==> config.mk <==
export PLATFORM = sky130hd
export DESIGN_NAME = mem_stage
export DESIGN_NICKNAME = d
export VERILOG_FILES = /design/src/rtl/mem_stage_pkg.sv /design/src/rtl/mem_stage_dmem_if.sv /design/src/rtl/mem_stage.sv
export SDC_FILE = /design/constraint.sdc
export NUM_CORES = 1
export LEC_CHECK = 0
export BUFFER_PORTS_ARGS = -buffer_cell sky130_fd_sc_hd__buf_2
export CORE_ASPECT_RATIO = 0.7
export CORE_MARGIN = 2
export CORE_UTILIZATION = 52
export DETAILED_ROUTE_END_ITERATION = 10
export PLACE_DENSITY = 0.82
export RECOVER_POWER = 50
export SYNTH_ARGS = -nofsm -noshare
export SYNTH_HDL_FRONTEND = slang
export SYNTH_SLANG_ARGS = --single-unit
==> constraint.sdc <==
create_clock -name clk -period 5.53 [get_ports clk]
set_input_delay 0.553 -clock clk [delete_from_list [all_inputs] [get_ports clk]]
set_output_delay 0.553 -clock clk [all_outputs]
set_load 0.02 [all_outputs]
==> src/rtl/mem_stage_pkg.sv <==
// rtl/mem_stage_pkg.sv - shared types and defaults for the memory stage
package mem_stage_pkg;

  localparam int DMEM_TIMEOUT_DEF = 16;
  localparam int XLEN             = 32;

  typedef struct packed {
    logic [XLEN-1:0] alu;
    logic [XLEN-1:0] rt;
    logic [4:0]      rt_addr;
    logic [4:0]      dst_addr;
    logic [XLEN-1:0] pc_branch;
    logic            zero;
  } X_output;

  typedef struct packed {
    logic mem_read;
    logic mem_write;
    logic reg_write;
    logic mem_to_reg;
    logic branch;
  } M_ctrl;

  typedef enum logic [1:0] {
    IDLE  = 2'd0,
    BUSY  = 2'd1,
    FAULT = 2'd2
  } mem_state_t;

endpackage

==> src/rtl/mem_stage_dmem_if.sv <==
// rtl/mem_stage_dmem_if.sv - data-memory request FSM with timeout counter
// BUSY with dmem_req low means the response was captured and writeback is due.
module dmem_if
  import mem_stage_pkg::*;
#(
  parameter int DW           = 32,
  parameter int DMEM_TIMEOUT = DMEM_TIMEOUT_DEF
) (
  input  logic          clk,
  input  logic          rst_n,
  input  logic          i_start,
  input  logic          i_we,
  input  logic          i_misalign,
  input  logic [DW-1:0] i_addr,
  input  logic [DW-1:0] i_wdata,
  input  logic          i_ready,
  input  logic [DW-1:0] i_rdata,
  output mem_state_t    o_state,
  output logic          o_done,
  output logic          o_req,
  output logic          o_we,
  output logic [DW-1:0] o_addr,
  output logic [DW-1:0] o_wdata,
  output logic [DW-1:0] o_rdata
);

  localparam int CW = $clog2(DMEM_TIMEOUT + 1);

  mem_state_t    r_state, w_next;
  logic [CW-1:0] r_cnt;
  logic          r_req, r_we;
  logic [DW-1:0] r_addr, r_wdata, r_rdata;
  logic          w_timeout;

  assign w_timeout = (r_cnt == CW'(DMEM_TIMEOUT - 1));

  always_comb begin
    w_next = r_state;
    case (r_state)
      IDLE:    if (i_start) w_next = i_misalign ? FAULT : BUSY;
      BUSY: begin
        if (!r_req)                      w_next = IDLE;
        else if (!i_ready && w_timeout)  w_next = FAULT;
      end
      FAULT:   w_next = FAULT;
      default: w_next = IDLE;
    endcase
  end

  always_ff @(posedge clk or negedge rst_n) begin
    if (!rst_n) begin
      r_state <= IDLE;
      r_cnt   <= '0;
      r_req   <= 1'b0;
      r_we    <= 1'b0;
      r_addr  <= '0;
      r_wdata <= '0;
      r_rdata <= '0;
    end else begin
      r_state <= w_next;
      if (r_state == IDLE && i_start && !i_misalign) begin
        r_req   <= 1'b1;
        r_we    <= i_we;
        r_addr  <= i_addr;
        r_wdata <= i_wdata;
        r_cnt   <= '0;
      end else if (r_req) begin
        if (i_ready) begin
          r_req   <= 1'b0;
          r_we    <= 1'b0;
          r_rdata <= i_rdata;
        end else if (w_timeout) begin
          r_req <= 1'b0;
          r_we  <= 1'b0;
        end else begin
          r_cnt <= r_cnt + CW'(1);
        end
      end
    end
  end

  assign o_state = r_state;
  assign o_done  = (r_state == BUSY) && !r_req;
  assign o_req   = r_req;
  assign o_we    = r_we;
  assign o_addr  = r_addr;
  assign o_wdata = r_wdata;
  assign o_rdata = r_rdata;

endmodule

==> src/rtl/mem_stage.sv <==
// rtl/mem_stage.sv - pipeline memory stage: writeback, branch and data-memory access
// Define MEM_ALIGN_CHECK_EN to fault on memory ops whose address is not word aligned.
module mem_stage
  import mem_stage_pkg::*;
#(
  parameter int DMEM_TIMEOUT = DMEM_TIMEOUT_DEF,
  parameter int DW           = 32
) (
  input  logic          clk,
  input  logic          rst_n,
  input  X_output       x_in,
  input  logic          x_valid,
  input  M_ctrl         m_ctrl,
  input  logic          flush,
  output logic          stall,
  output logic          dmem_req,
  output logic          dmem_we,
  output logic [DW-1:0] dmem_addr,
  output logic [DW-1:0] dmem_wdata,
  input  logic          dmem_ready,
  input  logic [DW-1:0] dmem_rdata,
  output logic          wb_valid,
  output logic          wb_we,
  output logic [4:0]    wb_addr,
  output logic [DW-1:0] wb_data,
  output logic          br_taken,
  output logic [DW-1:0] br_target,
  output logic          fault
);

  mem_state_t    w_state;
  logic          w_accept, w_is_mem, w_done, w_misalign, w_unused;
  logic [DW-1:0] w_rdata;
  logic [DW-1:0] r_p_alu;
  logic [4:0]    r_p_dst;
  logic          r_p_to_reg, r_p_we;

  assign w_is_mem = m_ctrl.mem_read | m_ctrl.mem_write;
  assign w_accept = x_valid & ~flush & (w_state == IDLE);
  assign stall    = (w_state != IDLE);
  assign fault    = (w_state == FAULT);
  assign w_unused = ^x_in.rt_addr;

`ifdef MEM_ALIGN_CHECK_EN
  assign w_misalign = |x_in.alu[1:0];
`else
  assign w_misalign = 1'b0;
`endif

  dmem_if #(.DW(DW), .DMEM_TIMEOUT(DMEM_TIMEOUT)) u_dmem_if (
    .clk        (clk),
    .rst_n      (rst_n),
    .i_start    (w_accept & w_is_mem),
    .i_we       (m_ctrl.mem_write),
    .i_misalign (w_misalign),
    .i_addr     (DW'(x_in.alu)),
    .i_wdata    (DW'(x_in.rt)),
    .i_ready    (dmem_ready),
    .i_rdata    (dmem_rdata),
    .o_state    (w_state),
    .o_done     (w_done),
    .o_req      (dmem_req),
    .o_we       (dmem_we),
    .o_addr     (dmem_addr),
    .o_wdata    (dmem_wdata),
    .o_rdata    (w_rdata)
  );

  // Memory ops park their writeback fields here until the response lands.
  always_ff @(posedge clk or negedge rst_n) begin
    if (!rst_n) begin
      wb_valid   <= 1'b0;
      wb_we      <= 1'b0;
      wb_addr    <= '0;
      wb_data    <= '0;
      br_taken   <= 1'b0;
      br_target  <= '0;
      r_p_alu    <= '0;
      r_p_dst    <= '0;
      r_p_to_reg <= 1'b0;
      r_p_we     <= 1'b0;
    end else begin
      wb_valid <= 1'b0;
      br_taken <= 1'b0;
      if (w_accept) begin
        if (m_ctrl.branch && x_in.zero) begin
          br_taken  <= 1'b1;
          br_target <= DW'(x_in.pc_branch);
        end
        if (w_is_mem) begin
          r_p_alu    <= DW'(x_in.alu);
          r_p_dst    <= x_in.dst_addr;
          r_p_to_reg <= m_ctrl.mem_to_reg;
          r_p_we     <= m_ctrl.reg_write & ~m_ctrl.mem_write;
        end else begin
          wb_valid <= 1'b1;
          wb_data  <= DW'(x_in.alu);
          wb_addr  <= x_in.dst_addr;
          wb_we    <= m_ctrl.reg_write;
        end
      end else if (w_done) begin
        wb_valid <= 1'b1;
        wb_data  <= r_p_to_reg ? w_rdata : r_p_alu;
        wb_addr  <= r_p_dst;
        wb_we    <= r_p_we;
      end
    end
  end

endmodule

==> flow_summary.ini, run 1 <==
[floorplanning]
dieArea_sq_um = 17900
io_pins = 289
start_util_pct = 53.4
coreArea_sq_um = 16400
rows = 39
die_w_um = 159
chipHeight_um = 113

[sta]
slew_violations = 115
rsz0062_at_grt = no
max_freq_mhz = 268
setup_violations = 0
hold_ws_ns = 0.284
tightestPinTransition_ns = 2.51
fin_skew_ns = 0.00585
slew_headroom_pct = -67.5
finalCritPeriodShare_pct = 67.4
finalSetupTns_ns = 0
period_needed_ns = 3.73
hold_violations = 0

[synthesis]
synth-seq-cells = 216
syn-mean-instance-area_sq_um = 15.3
ys_warn_count = 0
synth_edf_count = 0
synthesis.nets = 723
synth_top_area_share_pct = 61.8
synth_cells = 571
netlist_area_sq_um = 8750
synth_cell_types = 37
synth.top_cells.by_area = dfrtp_1 (62%), mux2_2 (15%), mux2_1 (5.9%), o221a_2 (4.9%), mux2i_1 (3.9%)
async_flop_share_pct = 100
yosysTopAreaCell = dfrtp_1
synth_top_flop_cell = dfrtp_1
ys_seq_area_share_pct = 61.8

[cells_and_area]
mostFrequentLayoutCells = dfrtp_1 (215), buf_2 (145), clkbuf_1 (138)
fin_nets = 1004
drive_gt1_share_pct = 41.1
diodes = 0
fill_cells = 1292
final_common_cell = dfrtp_1
area_growth_pct = 23.5
final_util_pct = 65.9

[cts]
cts_root_buf = clkbuf_16
cts_hold_buffers = 0
cts_sinks = 216
cts_setup_buffers = 0
clk_latency_ns = 0.48
tritoncts = built
clk_pin_slew_ns = 0.06
cts_made_buffers = 21
post_cts_resized = 0
cts.path.max_buffers = 3
h-tree-depth = 1

[hold_path]
whs_path_depth = 2
holdCritStartpoint = x_in[72]
hold_path_class = in -> reg

[worst_setup_path]
critPathRequiredTime_ns = 5.90
startpoint = u_dmem_if.o_state[1]
reg2reg_from = u_dmem_if.o_state[1]
arrival_ns = 4.09
critical_path.cell_chain = nor4b_1 > nand2_1 > buf_4 > o221a_2
worstRegToRegCells = 4
worstSetupPathType = reg -> reg
worstSetupStartpointType = register
slowest_delay_ns = 1.40
worst-path-max-fanout = 20
cp-end-kind = register
crit_path_top_delay_cell = nor4b_1

[placement]
dp_hpwl_um = 13500
gp_congestion = 0.746
io_buffers = 283

[route]
wire_per_inst_um = 18.5
drt_iter0_drc = 292
ant_nets = 0
drt_wl_total_um = 20100
dr.pass1.iters = 4
vias = 5790
vias_per_cell = 5.33
drc = 0

[pwr]
irDropWorstVdd_uv = 279
p_int_w = 0.00343
p_leak_nw = 4.81
combPwrFrac_pct = 25.6
powerDensity_nw_per_um2 = 463
swShare_pct = 31.5
seqPwrFrac_pct = 45.3
p_switching_w = 0.00158
clock_power_share_pct = 29.1

[global_routing]
overflow = 0
grt_first_pass_wirelength_um = 32500
antenna_found_initial = 0
track_usage_pct = 22.6
grt_max_degree = 106
grt_pass1_vias = 6045

[flow_run]
maxCapViolCount = 2

[outcome]
status = finished, violations left
violations = max-capacitance violations, max-slew violations
power groups by stage:
stage          Clock [W]  Sequential (W)  Combinational [W]
2_1_floorplan          0         0.00257           0.000555
3_3_place_gp           0         0.00225            0.00133
3_5_place_dp           0         0.00228            0.00137
4_1_cts          0.00149         0.00226            0.00138
5_1_grt          0.00156         0.00232            0.00138
6_report         0.00146         0.00227            0.00128
cell families after synthesis:
kind of cell,share of synthesized area (%)
buffers and inverters,2.66
AOI/OAI and AO/OA,5.66
and+or+nand+nor,4.02
DFF,61.8
adders and majority gates,0.429
xor gates and xnor gates,0.200
muxes,25.3
metal layers:
layer / GRT usage (%) / vias to the layer above / wire, um
met2: 37.5 / 190 / 9610
met4: 4.42 / 0 / 284
met3: 4.66 / 22 / 1210
met1: 31.3 / 2940 / 9030
li1: - / 2638 / -
met5: 0 / - / 0
critical path: cells and delay by family (launching register included):
family | cells | cell delay (ns)
buffers and inverters | 1 | 0.49
DFF | 1 | 0.44
and+or+nand+nor | 2 | 2.36
AOI/OAI and AO/OA | 1 | 0.31
cell type report:
type	instances	area, sq um	area share, %
flip-flops and latches	216	5410	50.0
multi-input cells	320	3110	28.8
repair buffers	292	1310	12.1
clock buffers	26	584	5.41
well taps	225	282	2.60
clock inverters	7	114	1.05
inverters	1	3.75	0.0347
synth_stat cells, drive strengths merged (2+ instances only):
cell type	n
and3	2
nor2b	2
o221a	38
xnor2	2
nand2b	7
nor3b	2
buf	32
nor2	7
ha	3
mux2i	34
or2	2
mux2	166
o21ai	4
dfrtp	216
clkbuf	2
nand2	38
metrics by stage:
stage / area (sq um) / instances / power [W] / setup WS, ns
2_1_floorplan: 8750 / 571 / 0.00312 / 3.62
3_3_place_gp: 10300 / 1054 / 0.00359 / 2.73
3_5_place_dp: 10300 / 1054 / 0.00365 / 2.71
4_1_cts: 11000 / 1087 / 0.00513 / 2.85
5_1_grt: 10800 / 1087 / 0.00526 / 1.39
6_report: 10800 / 1087 / 0.00501 / 1.80
worst paths after layout:
kind | slack [ns] | to
max | 1.80 | wb_data[14]
min | 0.28 | u_dmem_if.o_wdata[29]
max reg2reg | 1.80 | wb_data[14]
min reg2reg | 0.48 | r_p_dst[2]
max in group asynchronous | 2.21 | r_p_to_reg
min in group asynchronous | 0.84 | u_dmem_if.o_wdata[3]
(Power assumes the default switching activity.)
==> run 2: changes to the inputs <==
Settings changed: CORE_UTILIZATION 52 to 51, PLACE_DENSITY 0.82 to 0.8.
Clock period 5.53 ns to 3.5 ns, I/O delays scaled along.
==> flow_summary.ini, run 2 (synthesis results as in run 1) <==
[sta]
slew_violations = 0
period_needed_ns = 2.44
max_freq_mhz = 410
finalSetupTns_ns = 0
tightestPinTransition_ns = 1.44
rsz0062_at_grt = no
setup_violations = 0
hold_violations = 0
finalCritPeriodShare_pct = 69.6
slew_headroom_pct = 4.15
fin_skew_ns = 0.00862

[cts]
cts_root_buf = clkbuf_16
clk_latency_ns = 0.49
cts_sinks = 216
clk_pin_slew_ns = 0.06
cts_made_buffers = 21
cts.path.max_buffers = 3
tritoncts = built
h-tree-depth = 1

[global_routing]
grt_first_pass_wirelength_um = 31700
antenna_found_initial = 0
grt_pass1_vias = 5963
track_usage_pct = 21.5
overflow = 0
grt_max_degree = 101

[cells_and_area]
final_util_pct = 63.9
drive_gt1_share_pct = 41.2
area_growth_pct = 23.9
fin_nets = 1007
mostFrequentLayoutCells = dfrtp_1 (215), buf_2 (145), clkbuf_1 (141)
instances_no_fill = 1100
design_area_sq_um = 10800
fill_cells = 1376
final_common_cell = dfrtp_1
diodes = 0

[route]
vias_per_cell = 5.30
drc = 0
drt_iter0_drc = 276
vias = 5825
drt_wl_total_um = 19700
wire_per_inst_um = 17.9
dr.pass1.iters = 4
ant_nets = 0

[floorplanning]
chipHeight_um = 114
die_w_um = 161
rows = 40
start_util_pct = 51.6
dieArea_sq_um = 18200
coreArea_sq_um = 17000
io_pins = 289

[pwr]
irDropWorstVdd_uv = 375
combPwrFrac_pct = 25.9
swShare_pct = 31.9
p_int_w = 0.00530
seqPwrFrac_pct = 46.2
p_switching_w = 0.00249
powerDensity_nw_per_um2 = 718
clock_power_share_pct = 27.9
p_leak_nw = 4.82
fin_total_pwr_w = 0.00778

[placement]
dpl.cell_count = 1062
io_buffers = 283
dp_hpwl_um = 13300
place_area_sq_um = 10400
gp_congestion = 0.711

[flow_run]
maxCapViolCount = 0

[outcome]
status = complete, no violations

[worst_setup_path]
reg2reg_from = u_dmem_if.o_state[0]
crit_path_top_delay_cell = nand2_2
critPathRequiredTime_ns = 3.87
worstRegToRegCells = 3
slowest_delay_ns = 0.71
crit_buf_inv = 0
critical_path.cell_chain = nor4b_4 > nand2_2 > mux2_2
critPathTopFamily = simple AND/OR/NAND/NOR gates
startpoint = u_dmem_if.o_state[0]
cp-end-kind = register
arrival_ns = 2.80
r2r_slack_ns = 1.06
rr_endpoint = u_dmem_if.o_addr[9]
worstSetupStartpointType = register
worstSetupPathType = reg -> reg
worst-path-max-fanout = 33

[hold_path]
whs_path_depth = 2
worstHoldEndpoint = u_dmem_if.o_rdata[11]
holdCritStartpoint = dmem_rdata[11]
hold_path_class = in -> reg
==> run 2: power by group through the flow <==
stage	clock network [W]	logic, W	registers [W]
global placement	0	0.00211	0.00357
floorplan	0	0.000877	0.00406
finish	0.00217	0.00202	0.00359
detailed placement	0	0.00217	0.00361
global route	0.00234	0.00218	0.00368
CTS	0.00223	0.00217	0.00358
==> run 2: worst max-delay path by stage <==
stage	to	depth (start not counted)	slack [ns]
after detailed placement	u_dmem_if.o_addr[9]	3	1.04
after floorplan	r_p_alu[0]	5	1.65
after global placement	u_dmem_if.o_addr[14]	3	1.14
after global routing	wb_data[30]	3	0.62
final	u_dmem_if.o_addr[9]	3	1.06
after CTS	u_dmem_if.o_addr[9]	3	1.01
==> run 2: final cells by class <==
cell class	instances	area (sq um)	area share, %
flip-flops and latches	216	5410	49.9
clock inverters	8	71.3	0.658
repair buffers	295	1350	12.5
multi-input cells	320	3120	28.8
well taps	231	289	2.67
clock buffers	29	596	5.49
inverters	1	3.75	0.0346
==> run 2: routing by layer <==
layer  share of wire [%]  up-vias  track usage, %  wire length (um)
li1                    -     2644               -                 -
met1                  46     2968            31.3              9020
met2                  47      186            34.5              9250
met3                 5.8       27            3.93              1150
met4                 1.5        0            3.96               295
met5                   0        -               0                 0
==> run 2: timing repair <==
item,in CTS,in global routing
setup buffers,0,0
endpoints found under the hold margin,63,0
gates resized for setup,0,0
hold buffers,1,0
==> run 2: through the flow <==
stage / hold slack (ns) / worst slack (ns)
global placement: 0.459 / 1.14
global route: 0.0720 / 0.618
CTS: 0.0577 / 1.01
detailed placement: 0.466 / 1.04
floorplan: 0.0544 / 1.65
finish: 0.0723 / 1.06
==> run 2: worst register-to-register path, delay by kind of cell (launching register included) <==
kind | cells | cell delay, ns
flip-flops | 1 | 0.46
multiplexers | 1 | 0.53
AND/OR/NAND/NOR | 2 | 1.32
==> run 3: changes to the inputs <==
Settings changed: CORE_UTILIZATION 51 to 46, PLACE_DENSITY 0.8 to 0.77.
Clock period 3.5 ns to 2.21 ns, I/O delays scaled along.
==> flow_summary.ini, run 3 (synthesis results as in run 1) <==
[worst_setup_path]
cp-end-kind = register
r2r_slack_ns = 0.16
reg2reg_from = u_dmem_if.o_state[0]
crit_path_top_delay_cell = or4b_4
worst-path-max-fanout = 42
worstSetupStartpointType = register
slowest_delay_ns = 0.59
arrival_ns = 2.42
critical_path.cell_chain = or4b_4 > nor2_4 > buf_12 > mux2_2
worstRegToRegCells = 4
rr_endpoint = u_dmem_if.o_wdata[2]
worstSetupPathType = reg -> reg
critPathRequiredTime_ns = 2.58

[cells_and_area]
drive_gt1_share_pct = 42.4
fin_nets = 1152
diodes = 0
mostFrequentLayoutCells = dfrtp_1 (215), buf_2 (212), dlygate4sd3_1 (136)
instances_no_fill = 1258
area_growth_pct = 42.2
final_common_cell = dfrtp_1
final_util_pct = 66.3

[floorplanning]
io_pins = 289
dieArea_sq_um = 20200
start_util_pct = 46.6
chipHeight_um = 119
die_w_um = 169
rows = 42
coreArea_sq_um = 18800

[sta]
hold_violations = 0
fin_skew_ns = 0.00954
slew_headroom_pct = 30.2
finalSetupTns_ns = 0
finalCritPeriodShare_pct = 92.7
period_needed_ns = 2.05
rsz0062_at_grt = no
hold_ws_ns = 0.0425
tightestPinTransition_ns = 1.05
max_freq_mhz = 488
setup_violations = 0
slew_violations = 0

[global_routing]
track_usage_pct = 23.1
overflow = 0
grt_first_pass_wirelength_um = 37300
grt_max_degree = 76
antenna_found_initial = 0
grt_pass1_vias = 7019

[route]
vias_per_cell = 5.12
wire_per_inst_um = 18.4
vias = 6447
drt_iter0_drc = 337
ant_nets = 0
drc = 0
drt_wl_total_um = 23200
dr.pass1.iters = 4

[placement]
dp_hpwl_um = 13800
io_buffers = 283
gp_congestion = 0.735
dpl.cell_count = 1082

[flow_run]
maxCapViolCount = 0

[cts]
cts_sinks = 216
cts_made_buffers = 22
h-tree-depth = 1
cts_root_buf = clkbuf_16
cts.path.max_buffers = 3
clk_latency_ns = 0.49
tritoncts = built
clk_pin_slew_ns = 0.07

[pwr]
fin_total_pwr_w = 0.0129
irDropWorstVdd_uv = 705
p_leak_nw = 5.63
powerDensity_nw_per_um2 = 1040

[hold_path]
worstHoldEndpoint = wb_we
hold_path_class = in -> reg
whs_path_depth = 2
holdCritStartpoint = m_ctrl[2]

[outcome]
status = complete, no violations
-- run 3: cell count changes in the layout (fill, tap and decap cells not counted), sizes merged --
| cell | previous run | this run |
|---|---|---|
| dlygate4sd3 | 1 | 136 |
| buf | 154 | 226 |
| clkbuf | 169 | 111 |
| clkinv | 5 | 4 |
| clkinvlp | 1 | 0 |
-- run 3: power breakdown --
group	switching, W	leakage (nW)	internal, W
sequential	0.000588	2.55	0.00502
clock	0.00150	0.350	0.00214
combinational	0.00200	2.73	0.00166
total	0.00408	5.63	0.00882
-- run 3: layout make-up --
class,instances,area (sq um)
sequential,216,5410
inverter,1,3.75
clock inverter,6,61.3
fill,1393,6320
clock buffer,34,647
tap,242,303
multi-input combinational,320,3120
timing repair buffer,439,2890
-- run 3: timing repair --
action                                  CTS  global route
hold buffers                            136             0
endpoints found under the setup margin    0             0
buffers inserted                          0             0
resized for setup                         0             0
endpoints found under the hold margin   232             0
-- run 3: worst max path at each step --
stage                               from                    to
detailed placement  u_dmem_if.o_state[0]  u_dmem_if.o_wdata[2]
finish              u_dmem_if.o_state[0]  u_dmem_if.o_wdata[2]
global route        u_dmem_if.o_state[0]                r_p_we
global placement    u_dmem_if.o_state[0]  u_dmem_if.o_wdata[5]
CTS                 u_dmem_if.o_state[0]  u_dmem_if.o_wdata[2]
floorplan           u_dmem_if.o_state[0]            r_p_alu[0]
-- run 3: critical path: cells and delay by family (launching register included) --
| kind | cells | cell delay (ns) |
|---|---|---|
| multiplexers | 1 | 0.38 |
| buffers and inverters | 1 | 0.27 |
| flip-flops | 1 | 0.46 |
| AND/OR/NAND/NOR | 2 | 0.78 |
-- run 3: routing by layer --
layer  vias up  GRT usage (%)  routed length (um)
li1       2936              -                   -
met1      3255           31.2               10200
met2       209           38.9               11300
met3        47           4.12                1160
met4         0           6.14                 545
met5         -              0                   0
-- run 3: metrics by stage --
stage | cell area [sq um] | setup slack, ns
after global routing | 12400 | 0.0838
after floorplan | 8750 | 0.364
after global placement | 10500 | 0.221
after detailed placement | 10500 | 0.197
after CTS | 12600 | 0.177
final | 12400 | 0.162
